<file path="src/rtl/pacman_pkg.sv">
// Shared Pac-Man types: tile codes, collision codes, and the collision FSM states.
package pacman_pkg;

  typedef enum logic [1:0] {
    TILE_EMPTY = 2'b00,
    TILE_WALL  = 2'b01,
    TILE_PILL  = 2'b10,
    TILE_POWER = 2'b11
  } tile_t;

  // One-hot collision codes, also decoded by pill_counter and the scoring logic.
  localparam logic [3:0] COL_NONE  = 4'b0000;
  localparam logic [3:0] COL_WALL  = 4'b0001;
  localparam logic [3:0] COL_PILL  = 4'b0010;
  localparam logic [3:0] COL_POWER = 4'b0100;
  localparam logic [3:0] COL_GHOST = 4'b1000;

  typedef enum logic [2:0] {
    ST_IDLE,
    ST_READ,
    ST_WAIT,
    ST_DECIDE,
    ST_CLEAR
  } cd_state_t;

endpackage

</file>
<file path="src/rtl/collision_detector_ghost_match.sv">
// N-way ghost coordinate comparator: hit is high when any ghost sits on the target tile.
module ghost_match #(
  parameter int N_GHOSTS = 4,
  parameter int X_W      = 5,
  parameter int Y_W      = 5
) (
  input  logic [N_GHOSTS*X_W-1:0] ghost_x,
  input  logic [N_GHOSTS*Y_W-1:0] ghost_y,
  input  logic [X_W-1:0]          tgt_x,
  input  logic [Y_W-1:0]          tgt_y,
  output logic                    hit
);

  always_comb begin
    hit = 1'b0;
    for (int i = 0; i < N_GHOSTS; i++) begin
      if ((ghost_x[i*X_W +: X_W] == tgt_x) && (ghost_y[i*Y_W +: Y_W] == tgt_y))
        hit = 1'b1;
    end
  end

endmodule

</file>
<file path="src/rtl/collision_detector.sv">
// Resolves Pac-Man moves against the tile map and ghosts, erasing eaten pills/pellets.
// Optional build macro GHOST_COLLIDE_EN compiles in the ghost comparators.
module collision_detector
  import pacman_pkg::*;
#(
  parameter int COLS     = 28,
  parameter int ROWS     = 31,
  parameter int X_W      = 5,
  parameter int Y_W      = 5,
  parameter int ADDR_W   = 10,
  parameter int N_GHOSTS = 4
) (
  input  logic                    CLOCK_50,
  input  logic                    reset,
  input  logic                    move_valid,
  input  logic [X_W-1:0]          pac_x,
  input  logic [Y_W-1:0]          pac_y,
  input  logic [N_GHOSTS*X_W-1:0] ghost_x,
  input  logic [N_GHOSTS*Y_W-1:0] ghost_y,
  output logic                    busy,
  output logic                    map_rd_en,
  output logic [ADDR_W-1:0]       map_addr,
  input  logic [1:0]              map_rd_data,
  output logic                    map_wr_en,
  output logic [1:0]              map_wr_data,
  output logic [3:0]              collision_type,
  output logic                    move_ack,
  output logic                    move_ok
);

  cd_state_t        state;
  logic [X_W-1:0]   x_q;
  logic [Y_W-1:0]   y_q;
  tile_t            tile_q;
  logic             ghost_hit;
  logic             out_of_range;
  logic [ADDR_W-1:0] addr_in;
  logic [3:0]       code_next;

  function automatic logic [3:0] resolve(input tile_t tile, input logic ghost);
    logic [3:0] code;
    if (ghost)
      code = COL_GHOST;
    else begin
      case (tile)
        TILE_WALL:  code = COL_WALL;
        TILE_POWER: code = COL_POWER;
        TILE_PILL:  code = COL_PILL;
        default:    code = COL_NONE;
      endcase
    end
    return code;
  endfunction

`ifdef GHOST_COLLIDE_EN
  logic [X_W-1:0] tgt_x;
  logic [Y_W-1:0] tgt_y;

  // In IDLE the out-of-range path decides straight from the request inputs.
  assign tgt_x = (state == ST_IDLE) ? pac_x : x_q;
  assign tgt_y = (state == ST_IDLE) ? pac_y : y_q;

  ghost_match #(
    .N_GHOSTS (N_GHOSTS),
    .X_W      (X_W),
    .Y_W      (Y_W)
  ) u_ghost_match (
    .ghost_x (ghost_x),
    .ghost_y (ghost_y),
    .tgt_x   (tgt_x),
    .tgt_y   (tgt_y),
    .hit     (ghost_hit)
  );
`else
  logic unused_ghost;
  assign unused_ghost = ^{ghost_x, ghost_y};
  assign ghost_hit    = 1'b0;
`endif

  assign out_of_range = (int'(pac_x) >= COLS) || (int'(pac_y) >= ROWS);
  assign addr_in      = ADDR_W'(pac_y) * ADDR_W'(COLS) + ADDR_W'(pac_x);
  assign map_wr_data  = TILE_EMPTY;

  // Decision outputs are registered on the edge that enters DECIDE.
  assign code_next = resolve((state == ST_IDLE) ? TILE_WALL : tile_t'(map_rd_data), ghost_hit);

  always_ff @(posedge CLOCK_50) begin
    if (state == ST_IDLE && move_valid) begin
      x_q <= pac_x;
      y_q <= pac_y;
      if (out_of_range)
        tile_q <= TILE_WALL;
    end else if (state == ST_WAIT) begin
      tile_q <= tile_t'(map_rd_data);
    end
  end

  always_ff @(posedge CLOCK_50 or negedge reset) begin
    if (!reset) begin
      state          <= ST_IDLE;
      busy           <= 1'b0;
      map_rd_en      <= 1'b0;
      map_wr_en      <= 1'b0;
      map_addr       <= '0;
      collision_type <= COL_NONE;
      move_ack       <= 1'b0;
      move_ok        <= 1'b0;
    end else begin
      map_rd_en      <= 1'b0;
      map_wr_en      <= 1'b0;
      collision_type <= COL_NONE;
      move_ack       <= 1'b0;
      move_ok        <= 1'b0;
      case (state)
        ST_IDLE: begin
          if (move_valid) begin
            busy <= 1'b1;
            if (out_of_range) begin
              collision_type <= code_next;
              move_ack       <= 1'b1;
              move_ok        <= (code_next != COL_WALL);
              state          <= ST_DECIDE;
            end else begin
              map_rd_en <= 1'b1;
              map_addr  <= addr_in;
              state     <= ST_READ;
            end
          end
        end
        ST_READ: state <= ST_WAIT;
        ST_WAIT: begin
          collision_type <= code_next;
          move_ack       <= 1'b1;
          move_ok        <= (code_next != COL_WALL);
          state          <= ST_DECIDE;
        end
        ST_DECIDE: begin
          // A ghost hit leaves the pill on the map.
          if ((tile_q == TILE_PILL || tile_q == TILE_POWER) && collision_type != COL_GHOST) begin
            map_wr_en <= 1'b1;
            state     <= ST_CLEAR;
          end else begin
            busy  <= 1'b0;
            state <= ST_IDLE;
          end
        end
        ST_CLEAR: begin
          busy  <= 1'b0;
          state <= ST_IDLE;
        end
        default: begin
          busy  <= 1'b0;
          state <= ST_IDLE;
        end
      endcase
    end
  end

endmodule

</file>
<file path="config.mk">
export PLATFORM = sky130hd
export DESIGN_NAME = collision_detector
export DESIGN_NICKNAME = d
export VERILOG_FILES = /design/src/rtl/pacman_pkg.sv /design/src/rtl/collision_detector_ghost_match.sv /design/src/rtl/collision_detector.sv
export SDC_FILE = /design/constraint.sdc
export NUM_CORES = 1
export LEC_CHECK = 0
export ABC_AREA = 1
export CORE_MARGIN = 5
export CORE_UTILIZATION = 42
export DETAILED_ROUTE_END_ITERATION = 7
export GPL_TIMING_DRIVEN = 0
export PLACE_DENSITY = 0.83
export SLEW_MARGIN = 20
export SYNTH_ARGS = -nofsm -noshare
export SYNTH_HDL_FRONTEND = slang
export SYNTH_SLANG_ARGS = --single-unit
</file>
<file path="constraint.sdc">
create_clock -name CLOCK_50 -period 1.8 [get_ports CLOCK_50]
set_input_delay 0.18 -clock CLOCK_50 [delete_from_list [all_inputs] [get_ports CLOCK_50]]
set_output_delay 0.18 -clock CLOCK_50 [all_outputs]
set_load 0.03 [all_outputs]
</file>
### After elaboration in Yosys (flattened, before gate mapping)

Cells that the tools add are included.
W data, S select, Z words.

* memories: 0
* flip-flop bits (word level): 24
* word-level logic and storage cells: 64
* ROM bits: 0
* input port bits: 55
* memory bits (writable): 0
* bits in latches: 0

* bitwise gates (word level): 2
* mux-type cells: 26
* add/sub/neg operators: 1
* magnitude comparators: 2
* reductions and logical operators: 10
* multipliers: 1
* div/mod/pow operators: 0
* shift operators: 0
* eq/ne operators: 13

Operators by type and width (number)
* $pmux W3 S4: 1
* $mux W1: 11
* $add A10 B5 Y10: 1
* $ge A5 B5 Y1 const B: 2
* $mux W2: 5
* $pmux W3 S3: 1
* $eq A2 B2 Y1 const B: 4
* $mul A5 B3 Y8 const B: 1
* $mux W4: 2
* $pmux W4 S2: 1
* $eq A3 B2 Y1 const B: 2
* $mux W3: 2
* $ne A2 B2 Y1 const B: 3
* $reduce_and A3 Y1: 2
* $ne A4 B1 Y1 const B: 1
* $ne A4 B4 Y1 const B: 1
* $pmux W1 S2: 2
* $eq A3 B1 Y1 const B: 1
* $logic_not A3 Y1: 1
* $pmux W1 S3: 1
* $eq A2 B1 Y1 const B: 1
* $logic_and A1 B1 Y1: 2
* $logic_or A1 B1 Y1: 2
* $not A1 Y1: 2
* 3 further kinds: 3

### Logic depth before layout (Yosys ltp)

* depth in word-level cells: 8
* gate-level depth with buffers: 13

### Worst setup path after synthesis

Ideal clock, no wire load.

* kind: input to register
* from: input pac_y[0]
* to: register map_addr[9]
* slack: -250 ps
* library setup time: 117 ps
* path buffers: 0
* data required time: 1683 ps
* stages on the path: 10
* arrival: 1933 ps
* cell sequence: fa_1 -> ha_1 -> inv_1 -> fa_1 -> inv_1 -> nand3_1 -> nor2_2 -> nand4_1 -> nand3_1 -> nand2_1

* longest elaborated chain between the ends: 4

RTL lines
* from (decl): RTL line collision_detector.sv:17 `input logic [Y_W-1:0] pac_y,`
* parallel branches: the longest is 4 deep, another holds $add A10 B5 Y10
* to (signal assigned): RTL line collision_detector.sv:125 `map_addr <= addr_in;`
* to (decl): RTL line collision_detector.sv:22 `output logic [ADDR_W-1:0] map_addr,`

Parallel ways; which one is timed is not known.
A chain may end at the register's enable or synchronous reset.

### Worst setup path in the final report

Ends and elaborated chain as after synthesis.

==> impl_table.tex <==
\begin{tabular}{lr}
\hline
Metric & Value \\
\hline
\multicolumn{2}{l}{\textbf{Outcome}} \\
Result of the run & finished, violations left \\
Violated checks & setup timing \\
\multicolumn{2}{l}{\textbf{Setup path}} \\
Max Fanout on Critical Path & 3 \\
Reg-to-reg critical path startpoint & state[2] \\
Type of element launching the critical path & input pin \\
Arrival @ worst endpoint & 2100 ps \\
Slack of the worst reg-to-reg path & between 300 and 400 ps \\
Worst endpoint required time & just over 2000 ps \\
Startpoint-to-endpoint class of the critical path & in2reg \\
Worst reg-to-reg path cell count & 9 \\
Crit Reg-Reg Endpoint & map\_addr[3] \\
Type of element capturing the critical path & register \\
\multicolumn{2}{l}{\textbf{Worst hold path}} \\
Endpoint with the worst hold slack & map\_addr[2] \\
Number of cells on the worst hold path & 5 \\
Worst hold-check path type & in2reg \\
Min-Delay Startpoint & pac\_y[0] \\
\multicolumn{2}{l}{\textbf{STA}} \\
Number of setup violations in the final report & 4 \\
Post-route minimum period & between 1500 and 2000 ps \\
Endpoints failing hold & 0 \\
Worst relative slew slack & 0.402 \\
Worst-case setup margin in the final layout & -45.3 ps \\
Period Utilization, post-route & 1.03 \\
Setup repair after global routing missed its margin & true \\
Fmax & 542 MHz \\
Slew at the pin closest to its max-slew limit & roughly 890 ps \\
Final setup skew & around 4.4 ps \\
Max Transition Viols Final & 0 \\
\multicolumn{2}{l}{\textbf{Final layout}} \\
Number of nets in the layout & $\sim$280 \\
Area of the multi-input gates & about 860 µm² \\
Share of the core filled with cells & 0.596 \\
Storage element area & between 500 and 600 µm² \\
Leading cell types in the layout, fill and taps excluded & nand2\_1, clkdlybuf4s50\_1, dfrtp\_1 \\
Fraction of final layout cells sized beyond drive strength 1 & 0.206 \\
Fillcell total & 306 \\
Antenna diode instance count & 0 \\
Layout area overhead & 37.6\% \\
Final cell count without fillers & approximately 260 \\
Commonest non-fill, non-tap cell in the layout & nand2\_1 \\
\multicolumn{2}{l}{\textbf{CTS}} \\
CTS clk-pin slew, worst paths & $\sim$120 ps \\
Number of buffers added by the clock tree synthesis step & 3 \\
Max clock buf depth & 2 \\
Clock sink total & 22 \\
Root buf cell & clkbuf\_4 \\
Hold bufs inserted after CTS & 0 \\
Clock latency on the worst-skew pair & approximately 310 ps \\
CTS tree & built \\
H-tree depth & 1 \\
\multicolumn{2}{l}{\textbf{Floorplan}} \\
Die outline area & $\sim$0.0047 mm² \\
I/O pins & 76 \\
Core Region & approximately 0.0033 mm² \\
Die X-Extent & slightly below 70 µm \\
Die boundary height & 68.7 µm \\
Effective utilization at floorplan & 0.433 \\
Total number of placement rows & 21 \\
\multicolumn{2}{l}{\textbf{Synthesis}} \\
Warnings from Yosys & 0 \\
Most area-hungry cell type in the Yosys netlist & dfrtp\_1 \\
Portion of the post-synthesis area used by sequential elements & 0.384 \\
Largest cells by area after synthesis & dfrtp\_1, nand2\_1, ha\_1 \\
Area share of the largest cell type after synthesis & 0.364 \\
Distinct cells, synth & 28 \\
Synthesized instance count & roughly 170 \\
Total of flip-flops plus latches after synthesis & 22 \\
Syn avg cell area & approximately 8.7 µm² \\
Netlist Area Pre-Place & 0.00145 mm² \\
\multicolumn{2}{l}{\textbf{Pwr}} \\
Switching Fraction & 0.447 \\
Leakage power total & around 1.0 nW \\
Proportion of power drawn by combinational gates & 0.579 \\
Power density cells & roughly 1300 mW/mm² \\
Total net switching power & about 1.1 mW \\
Relative contribution of the clock network to total power & 0.106 \\
Peak supply drop & around 400 µV \\
Fraction of power consumed by sequential logic & 0.315 \\
Pint & 1.41 mW \\
\multicolumn{2}{l}{\textbf{Global route}} \\
Number of antenna violations at the first check in global routing & 0 \\
Grt ovf & 0 \\
Via count of the first global-routing pass & 1160 \\
Total routing usage reported by global routing & 0.138 \\
First-pass GRT wire length & 4.95 mm \\
Maximum number of pins on one net before global-route repair & 22 \\
\multicolumn{2}{l}{\textbf{Placement}} \\
Detailed-placement wirelength estimate & between 2 and 2.5 mm \\
Final weighted congestion of routability-driven global placement & roughly 0.80 \\
Port buffer count & 32 \\
Dpl cells & $\sim$250 \\
\multicolumn{2}{l}{\textbf{Routing}} \\
Detailed-route via count & approximately 1200 \\
Drt drc & 0 \\
Detailed-router iteration count before antenna repair & 4 \\
DR vias/cell & 4.67 \\
Post-detailed-routing wire length & roughly 3 mm \\
Initial DRC count & 53 \\
Post-route ant nets & 0 \\
Average detailed-routed wire length per instance & about 12 µm \\
\multicolumn{2}{l}{\textbf{Job}} \\
MaxCap Viol Count & 0 \\
\hline
\end{tabular}
-- Yosys cell counts --
library cell and instances:
a21oi_1 8, buf_4 3, buf_6 1, clkinv_2 1, conb_1 1, dfrtp_1 21, edfxtp_1 1, fa_1 6
ha_1 13, inv_1 22, inv_2 1, nand2_1 45, nand2_2 2, nand2_4 1, nand3_1 17, nand4_1 2
nor2_1 6, nor2_2 1, nor2_4 1, nor2_8 1, nor2b_1 1, nor3_1 2, o21ai_0 2, o21ai_1 2
o21ai_2 1, o31ai_1 1, xnor2_1 2, xor2_1 2
-- timing repair --
action | CTS | global route
endpoints found under the hold margin | 0 | 0
gates resized for setup | 31 | 10
pin swaps | 7 | 11
endpoints found under the setup margin | 6 | 5
buffers inserted | 3 | 1
-- sequential cells by signal (all words and copies together) (netlist names) --
name,flops
busy,1
collision_type,3
map_addr,10
map_rd_en,1
map_wr_en,1
move_ack,1
move_ok,1
state,3
tile_q,1
-- worst max-delay path, cell delays in order --
cell     delay [ps]
buf_8           100
fa_1            540
ha_2            190
inv_2            40
fa_2            440
inv_2            90
nand3_4          90
nor2_4          140
nand3_2          60
nand2_1          70
nand3_1          80
nand2_1          70
-- worst max-delay path by stage --
stage / startpoint / end / slack, ps
4_1_cts: pac_y[1] / map_addr[9] / -10
3_3_place_gp: pac_y[2] / map_addr[9] / -870
2_1_floorplan: pac_y[0] / map_addr[8] / -210
3_5_place_dp: pac_y[2] / map_addr[9] / -960
6_report: pac_y[0] / map_addr[9] / -50
5_1_grt: pac_y[0] / map_addr[8] / -120
-- layer usage --
metal	up-vias	wire, µm	part of all wire	GRT usage
met1	548	1290	0.43	0.166
met2	33	1510	0.50	0.246
met4	0	61	0.020	0.0596
li1	605	-	-	-
met3	5	159	0.053	0.0178
met5	-	0	0	0
-- area by class of cell --
class                   instances  area share
plain buffers                   4      0.0170
clock buffers                   4      0.0183
inverters                      24      0.0459
multi-input cells             119       0.430
flip-flops and latches         22       0.279
well taps                      46      0.0289
repair buffers                 36       0.180
-- cells by family (layout without fill, tap and decap cells) --
logic type      count (synthesis)  after routing  share of synthesized area
buf+inv                        28             68                     0.0866
other cells                     1              3                    0.00259
fa+ha+maj                      19             19                      0.196
flops                          22             22                      0.384
compound gates                 14             14                     0.0528
xor+xnor                        4              4                     0.0242
simple gates                   79             79                      0.254
-- power groups by stage --
| stage | Sequential, mW | Clock, mW | Combinational, mW |
|---|---|---|---|
| after detailed placement | 0.813 | 0 | 1.43 |
| after global routing | 0.825 | 0.293 | 1.61 |
| after floorplan | 1.12 | 0 | 0.606 |
| after global placement | 0.801 | 0 | 1.38 |
| final | 0.802 | 0.269 | 1.48 |
| after CTS | 0.804 | 0.276 | 1.47 |
-- per-stage QoR --
step / worst slack (ps) / total power, mW / instance area [µm²] / hold WS [ps] / TNS, ps
finish: -45.3 / 2.55 / 1990 / 316 / -127
global route: -118 / 2.73 / 1990 / 335 / -393
CTS: -10.1 / 2.55 / 1940 / 244 / -10.1
detailed placement: -964 / 2.24 / 1870 / 465 / -6340
global placement: -866 / 2.18 / 1870 / 453 / -5560
floorplan: -208 / 1.72 / 1490 / -116 / -747
(Power assumes the default switching activity.)
